$ cat config.mk
export PLATFORM = sky130hd
export DESIGN_NAME = alu_issue_stage
export DESIGN_NICKNAME = d
export VERILOG_FILES = /design/src/rtl/alu_issue_stage.sv
export SDC_FILE = /design/constraint.sdc
export NUM_CORES = 1
export LEC_CHECK = 0
export CELL_PAD_IN_SITES_DETAIL_PLACEMENT = 1
export CELL_PAD_IN_SITES_GLOBAL_PLACEMENT = 2
export CORE_MARGIN = 1
export CORE_UTILIZATION = 32
export CTS_BUF_LIST = sky130_fd_sc_hd__clkbuf_2 sky130_fd_sc_hd__clkbuf_4 sky130_fd_sc_hd__clkbuf_8
export CTS_CLUSTER_SIZE = 28
export DETAILED_ROUTE_END_ITERATION = 12
export GPL_ROUTABILITY_DRIVEN = 0
export PLACE_DENSITY = 0.88
export SLEW_MARGIN = 30
export SYNTH_ARGS = -nofsm -noshare
export SYNTH_HDL_FRONTEND = slang
export SYNTH_SLANG_ARGS = --single-unit
$ cat constraint.sdc
create_clock -name clk -period 4.4 [get_ports clk]
set_input_delay 0.66 -clock clk [delete_from_list [all_inputs] [get_ports clk]]
set_output_delay 0.66 -clock clk [all_outputs]
set_load 0.02 [all_outputs]
$ cat src/rtl/alu_issue_stage.sv
// ---------------------------------------------------------------------------
// alu_issue_stage
//
// Issue/retire wrapper around a combinational signed ALU. Commands (opcode and
// two signed 32-bit operands) are buffered in a small FIFO. They are issued to
// the ALU from a registered issue stage. The ALU answer is captured into a
// result register with its own handshake. Sticky flags and a count of retired
// legal operations are kept for the surrounding datapath.
//
// Handshakes: a transfer happens on a rising edge where valid && ready are
// both 1. A valid source holds its payload stable until that edge. Ready never
// depends combinationally on the valid of the same channel.
//
// Ports:
//   clk, rst_n                 clock, asynchronous active-low reset
//   in_valid/in_ready          command handshake
//   in_sel, in_a, in_b         opcode (0..11 legal) and signed operands
//   alu_a, alu_b, alu_sel      registered operands/opcode driven to the ALU
//   alu_out, alu_out_m         ALU 32-bit result and 64-bit multiply result
//   alu_cf/zf/of/nf            ALU flags
//   res_valid/res_ready        result handshake
//   res_data, res_flags        64-bit result and {cf,zf,of,nf}
//   res_illegal                result came from opcode 12..15
//   sticky_flags, sticky_clr   OR of retired flags, synchronous clear
//   op_count                   legal results retired (wraps)
// ---------------------------------------------------------------------------
module alu_issue_stage #(
  parameter int FIFO_DEPTH = 2,
  parameter int CNT_W      = 16
) (
  input  logic             clk,
  input  logic             rst_n,
  input  logic             in_valid,
  output logic             in_ready,
  input  logic [3:0]       in_sel,
  input  logic [31:0]      in_a,
  input  logic [31:0]      in_b,
  output logic [31:0]      alu_a,
  output logic [31:0]      alu_b,
  output logic [3:0]       alu_sel,
  input  logic [31:0]      alu_out,
  input  logic [63:0]      alu_out_m,
  input  logic             alu_cf,
  input  logic             alu_zf,
  input  logic             alu_of,
  input  logic             alu_nf,
  output logic             res_valid,
  input  logic             res_ready,
  output logic [63:0]      res_data,
  output logic [3:0]       res_flags,
  output logic             res_illegal,
  output logic [3:0]       sticky_flags,
  input  logic             sticky_clr,
  output logic [CNT_W-1:0] op_count
);

  localparam int PTR_W = $clog2(FIFO_DEPTH);
  localparam logic [3:0] SEL_MUL = 4'b0110;
  localparam logic [3:0] SEL_FIRST_ILLEGAL = 4'd12;

  // ---------------- command FIFO ----------------
  logic [31:0]      fifo_a_q   [FIFO_DEPTH];
  logic [31:0]      fifo_b_q   [FIFO_DEPTH];
  logic [3:0]       fifo_sel_q [FIFO_DEPTH];
  logic [PTR_W-1:0] wr_ptr_q, wr_ptr_d;
  logic [PTR_W-1:0] rd_ptr_q, rd_ptr_d;
  logic [PTR_W:0]   count_q, count_d;
  logic             fifo_full, fifo_empty;

  // ---------------- issue stage ----------------
  logic        iss_v_q, iss_v_d;
  logic [31:0] alu_a_q, alu_a_d;
  logic [31:0] alu_b_q, alu_b_d;
  logic [3:0]  alu_sel_q, alu_sel_d;

  // ---------------- result stage ----------------
  logic        res_valid_q, res_valid_d;
  logic [63:0] res_data_q, res_data_d;
  logic [3:0]  res_flags_q, res_flags_d;
  logic        res_illegal_q, res_illegal_d;

  logic [3:0]       sticky_q, sticky_d;
  logic [CNT_W-1:0] op_count_q, op_count_d;

  logic push, pop, adv_r, retire;
  logic cap_illegal;

  assign fifo_full  = (count_q == (PTR_W+1)'(FIFO_DEPTH));
  assign fifo_empty = (count_q == '0);

  // Ready comes only from registered occupancy; gating with rst_n keeps the
  // input closed for the whole time reset is asserted.
  assign in_ready = rst_n && !fifo_full;
  assign push     = in_valid && in_ready;

  assign retire = res_valid_q && res_ready;
  assign adv_r  = iss_v_q && (!res_valid_q || res_ready);
  // The issue register refills whenever it is empty or its content moves on.
  assign pop    = !fifo_empty && (!iss_v_q || adv_r);

  assign cap_illegal = (alu_sel_q >= SEL_FIRST_ILLEGAL);

  always_comb begin
    wr_ptr_d = wr_ptr_q;
    rd_ptr_d = rd_ptr_q;
    if (push) wr_ptr_d = wr_ptr_q + PTR_W'(1);
    if (pop)  rd_ptr_d = rd_ptr_q + PTR_W'(1);
    count_d = count_q + (PTR_W+1)'(push) - (PTR_W+1)'(pop);

    iss_v_d   = iss_v_q;
    alu_a_d   = alu_a_q;
    alu_b_d   = alu_b_q;
    alu_sel_d = alu_sel_q;
    if (pop) begin
      iss_v_d   = 1'b1;
      alu_a_d   = fifo_a_q[rd_ptr_q];
      alu_b_d   = fifo_b_q[rd_ptr_q];
      alu_sel_d = fifo_sel_q[rd_ptr_q];
    end else if (adv_r) begin
      // Operands stay on alu_* after the stage empties.
      iss_v_d = 1'b0;
    end

    res_valid_d   = res_valid_q;
    res_data_d    = res_data_q;
    res_flags_d   = res_flags_q;
    res_illegal_d = res_illegal_q;
    if (adv_r) begin
      res_valid_d = 1'b1;
      if (cap_illegal) begin
        res_data_d    = 64'd0;
        res_flags_d   = 4'd0;
        res_illegal_d = 1'b1;
      end else begin
        res_data_d    = (alu_sel_q == SEL_MUL) ? alu_out_m
                                               : {{32{alu_out[31]}}, alu_out};
        res_flags_d   = {alu_cf, alu_zf, alu_of, alu_nf};
        res_illegal_d = 1'b0;
      end
    end else if (retire) begin
      res_valid_d = 1'b0;
    end

    // Clear first, then fold in the flags of a result retiring on this edge.
    sticky_d = (sticky_clr ? 4'd0 : sticky_q) | (retire ? res_flags_q : 4'd0);

    op_count_d = op_count_q;
    if (retire && !res_illegal_q) op_count_d = op_count_q + CNT_W'(1);
  end

  // FIFO storage needs no reset: nothing is pushed while rst_n is low and the
  // pointers/count decide what is valid.
  always_ff @(posedge clk) begin
    if (push) begin
      fifo_a_q[wr_ptr_q]   <= in_a;
      fifo_b_q[wr_ptr_q]   <= in_b;
      fifo_sel_q[wr_ptr_q] <= in_sel;
    end
  end

  always_ff @(posedge clk or negedge rst_n) begin
    if (!rst_n) begin
      wr_ptr_q      <= '0;
      rd_ptr_q      <= '0;
      count_q       <= '0;
      iss_v_q       <= 1'b0;
      alu_a_q       <= 32'd0;
      alu_b_q       <= 32'd0;
      alu_sel_q     <= 4'd0;
      res_valid_q   <= 1'b0;
      res_data_q    <= 64'd0;
      res_flags_q   <= 4'd0;
      res_illegal_q <= 1'b0;
      sticky_q      <= 4'd0;
      op_count_q    <= '0;
    end else begin
      wr_ptr_q      <= wr_ptr_d;
      rd_ptr_q      <= rd_ptr_d;
      count_q       <= count_d;
      iss_v_q       <= iss_v_d;
      alu_a_q       <= alu_a_d;
      alu_b_q       <= alu_b_d;
      alu_sel_q     <= alu_sel_d;
      res_valid_q   <= res_valid_d;
      res_data_q    <= res_data_d;
      res_flags_q   <= res_flags_d;
      res_illegal_q <= res_illegal_d;
      sticky_q      <= sticky_d;
      op_count_q    <= op_count_d;
    end
  end

  assign alu_a        = alu_a_q;
  assign alu_b        = alu_b_q;
  assign alu_sel      = alu_sel_q;
  assign res_valid    = res_valid_q;
  assign res_data     = res_data_q;
  assign res_flags    = res_flags_q;
  assign res_illegal  = res_illegal_q;
  assign sticky_flags = sticky_q;
  assign op_count     = op_count_q;

endmodule

### Word level (Yosys, flattened, before mapping)

Memories as Yosys holds them, arrays and structs flattened. A register that Yosys moved wholly into a read port is not among the register bits.
Index checks and enable logic that the tools add are counted.

| word-level totals | value |
|---|---|
| logic and storage cells | 53 |
| latch bits | 0 |
| register bits after elaboration | 95 |
| memory bits (writable) | 136 |
| memories kept | 3 |
| ROM bits | 0 |
| input bits | 173 |

| cells by class | value |
|---|---|
| magnitude comparators | 1 |
| shift operators | 0 |
| equality and inequality tests | 2 |
| reduce and logical (&&, ||, !) cells | 19 |
| bitwise logic cells | 1 |
| $add $sub $neg | 5 |
| muxes and demuxes | 12 |
| div/mod/pow operators | 0 |
| $mul | 0 |

Memory list:

| name | depth | bits a word | read ports | clocked after memory_dff | write ports | line | text |
|---|---|---|---|---|---|---|---|
| fifo_a_q | 2 | 32 | 1 | 1 | 1 | 62 | `logic [31:0] fifo_a_q [FIFO_DEPTH];` |
| fifo_b_q | 2 | 32 | 1 | 1 | 1 | 63 | `logic [31:0] fifo_b_q [FIFO_DEPTH];` |
| fifo_sel_q | 2 | 4 | 1 | 1 | 1 | 64 | `logic [3:0] fifo_sel_q [FIFO_DEPTH];` |

Operators with widths:

| operator | number |
|---|---|
| $mux 64 | 2 |
| $add 16x1->16 const B | 1 |
| $mux 4 | 3 |
| $logic_not 1->1 | 8 |
| $mux 1 | 7 |
| $logic_and 1x1->1 | 6 |
| $eq 4x3->1 const B | 1 |
| $ge 4x4->1 const B | 1 |
| $or 4x4->4 | 1 |
| $reduce_bool 2->1 | 2 |
| $add 1x1->1 const B | 2 |
| $add 2x1->2 | 1 |
| $eq 2x2->1 const B | 1 |
| $logic_not 2->1 | 1 |
| $logic_or 1x1->1 | 2 |
| $sub 2x1->2 | 1 |

### Logic depth before layout (Yosys ltp)

| depth | value |
|---|---|
| word-level depth | 6 |
| depth in mapped cells | 9 |
| gate-level depth less buffers | 8 |

### Worst setup path after synthesis

Ideal clock, no wire load.

| path | value |
|---|---|
| kind | in2reg |
| start point | input rst_n |
| end point | memory fifo_a_q[0][0] (enable) |
| required time | 3.905 ns |
| arrival time | 4.370 ns |
| stages on the path | 3 |
| path slack | -0.465 ns |
| cell sequence | a21boi_0 > nand2_1 > nor2_1 |

| on the way | value |
|---|---|
| cells in the longest elaborated chain, start to end | 4 |

Ends and longest elaborated chain:

| element | line | text |
|---|---|---|
| start, declared | 32 | `input logic rst_n,` |
| $logic_and 1x1->1 | 93 | `assign in_ready = rst_n && !fifo_full;` |
| $logic_and 1x1->1 | 94 | `assign push = in_valid && in_ready;` |
| $mux 1 | 154 | `if (push) begin` |
| $mux 1 (implied by the code) | 155 | `fifo_a_q[wr_ptr_q] <= in_a;` |
| end, declared | 62 |  |

No other way between the ends.

### Worst setup path in the final report

| path | value |
|---|---|
| start point | input rst_n |
| end point | output in_ready |

| on the way | value |
|---|---|
| cells in the longest elaborated chain, start to end | 1 |

Ends and longest elaborated chain:

| element | line | text |
|---|---|---|
| $logic_and 1x1->1 | 93 |  |
| end, declared | 34 | `output logic in_ready,` |

No other way between the ends.

==> results.py <==
metrics = {
    "route": {
        "post_drt_wl_per_cell_um": 18.65,
        "routed_wl_um": 31180,
        "vias_per_cell": 4.694,
        "drc": 0,
        "drtPass1Iterations": 4,
        "vias": 7849,
        "postRouteAntennaNets": 0,
        "drt_iter0_drc": 238,
    },
    "run": {
        "drv_cap": 0,
    },
    "cells_and_area": {
        "antennaDiodeCount": 0,
        "syn_to_final_growth_pct": 42.93,
        "fin_util_pct": 46.65,
        "final_cells": 1672,
        "drive_above_1_share_pct": 9.203,
        "nets": 1353,
    },
    "min_path": {
        "hold_path_startpoint": "op_count[15]$_DFFE_PN0P_",
        "hold_depth": 1,
        "holdPathEnd": "op_count[15]$_DFFE_PN0P_",
        "hp-class": "flip-flop to flip-flop",
    },
    "sta": {
        "finalSetupViolCount": 0,
        "rsz0062_at_grt": "false",
        "hold_ws_ps": 475.0,
        "tns_ps": 0,
        "hold_viol_final": 0,
        "fin_crit_ps": 3336,
        "slew_headroom_pct": 47.04,
        "max_freq_ghz": 0.2998,
        "maxSlewViolCount": 0,
        "period_share_pct": 75.82,
        "clock-skew-final_ps": 25.26,
        "worst_pin_slew_ps": 794.4,
    },
    "synthesis": {
        "synth_top_cell_by_area": "edfxtp_1",
        "netlist_instances": 828,
        "syn-cell-area_mm2": 0.01130,
        "synthFlopType": "dfrtp_1",
        "ys_types": 30,
        "syn_nets": 1004,
        "synth-seq-cells": 299,
        "synthTopCellsByArea": "edfxtp_1 (36%), dfrtp_1 (36%), mux2i_1 (8.8%)",
        "synth.most_common_cell": "dfrtp_1",
        "synth_top_area_share_pct": 36.13,
        "synth_edf_count": 136,
        "ys_top_cells_by_count": "dfrtp_1 (163), edfxtp_1 (136), a21oi_1 (103)",
        "ys_seq_area_share_pct": 72.22,
        "async_flop_share_pct": 54.52,
        "yosys_warnings": 0,
        "avgSynthCellArea_um2": 13.65,
    },
    "setup_path": {
        "cp-end-kind": "output pin",
        "cp_max_fo": 45,
        "rrSetupSlack_ps": 2130,
        "r2r_start": "count_q[0]$_DFF_PN0_",
        "arrival_ps": 2680,
        "reg2regPathDepth": 5,
        "critPathKind": "primary input to output pin",
        "crit_path_start_kind": "primary input",
        "required_ps": 3740,
        "worstReg2RegEnd": "fifo_a_q[0][3]$_DFFE_PP_",
    },
    "placement": {
        "dp_hpwl_um": 21050,
        "portBuffers": 331,
        "placed_cells": 1576,
    },
    "global_routing": {
        "grt_overflow": 0,
        "grt_pass1_vias": 8467,
        "grt_first_pass_wirelength_um": 48120,
        "grtUsageTotal_pct": 17.20,
        "grt_max_degree": 69,
        "grt_antenna_before_repair": 2,
    },
    "floorplanning": {
        "row_count": 68,
        "die_y_um": 189.9,
        "fp.coreArea_mm2": 0.03463,
        "ios": 332,
        "die_area_mm2": 0.03608,
        "fp.dieW_um": 189.9,
        "start_util_pct": 32.64,
    },
    "clock_network": {
        "cts_max_path_buffers": 3,
        "clock_sinks": 299,
        "postCtsResizedCells": 0,
        "clock_latency_ps": 570,
        "cts_buffers": 52,
        "h-tree-depth": 2,
        "cts_root_buf": "clkbuf_8",
        "cts_tree": "yes",
        "path_clk_slew_ps": 60,
    },
    "pwr": {
        "leakage_uw": 0.006292,
        "ir_drop_mv": 0.4182,
        "power_uw": 11140,
        "power_density_mw_per_mm2": 689.8,
    },
    "status": {
        "status": "completed",
    },
}
report_power, final:
part / leakage [uW] / internal, uW / switching (uW)
logic: 0.00252 / 1890 / 2360
registers: 0.00321 / 3780 / 542
clock network: 0.000568 / 1470 / 1100
total: 0.00629 / 7140 / 4000
area by class of cell:
cell class	instances	area (um^2)
timing repair buffer	345	3458
inverter	8	30.03
sequential	299	8167
clock inverter	11	78.83
fill	3619	18470
clock buffer	83	985.9
tap	455	569.3
multi-input combinational	471	2865
worst max-delay path: stages:
cell             delay (ps)
dlygate4sd3_1           550
buf_6                   370
a21boi_0                370
clkdlybuf4s50_1         700
logic make-up (layout without fill, tap and decap cells):
kind of cell / after synthesis / in the layout / share of synthesized area [%]
AOI/OAI and AO/OA: 179 / 179 / 8.137
xor gates and xnor gates: 19 / 19 / 1.472
adders and majority gates: 3 / 3 / 0.3322
buffers and inverters: 58 / 447 / 2.723
DFF: 299 / 299 / 72.22
muxes: 100 / 100 / 8.867
and+or+nand+nor: 170 / 170 / 6.244
cells in the final DEF, fill, tap and decap left out, types with 8 or more instances in the layout:
cell / count
clkdlybuf4s50_1: 330
edfxtp_1: 136
clkbuf_4: 25
buf_4: 10
nor2_1: 73
nand2_1: 71
dfrtp_1: 162
clkbuf_8: 58
o21ai_0: 31
a21oi_1: 103
mux2i_1: 99
inv_1: 8
o21ai_1: 38
xnor2_1: 17
nand3_1: 9
timing repair:
item,4_1_cts,5_1_grt
buffers inserted,0,0
hold buffers,1,0
endpoints found under the hold margin,42,0
endpoints found under the setup margin,0,0
sequential cells by signal, indices dropped and copies added, names as in the netlist:
register,cells
fifo_a_q,64
fifo_b_q,64
res_data,64
alu_a,32
alu_b,32
op_count,16
fifo_sel_q,8
alu_sel,4
res_flags,4
sticky_flags,4
count_q,2
iss_v_q,1
rd_ptr_q,1
res_illegal,1
res_valid,1
wr_ptr_q,1
stage by stage:
stage	worst slack (ps)	instance area, um^2
final	1064	16150
after global routing	960.9	16150
after CTS	1006	16120
after detailed placement	1421	15040
after global placement	1503	15020
after floorplan	669.4	11300
worst max-delay path by stage:
stage / startpoint / endpoint / slack (ps) / depth (start not counted)
after global routing: rst_n / in_ready / 960 / 4
after floorplan: rst_n / fifo_a_q[0][0]$_DFFE_PP_ / 670 / 3
after global placement: rst_n / fifo_a_q[0][17]$_DFFE_PP_ / 1500 / 5
final: rst_n / in_ready / 1060 / 4
after detailed placement: rst_n / fifo_b_q[0][9]$_DFFE_PP_ / 1420 / 5
after CTS: rst_n / in_ready / 1010 / 4
routing by layer:
layer,up-vias,GRT usage (%),share of wire [%]
li1,3641,-,-
met1,3861,21.19,41
met3,59,4.667,8.3
met4,4,6.079,2.8
met5,-,0,0.051
met2,284,28.90,48
Power figures use the tool's default switching activity.
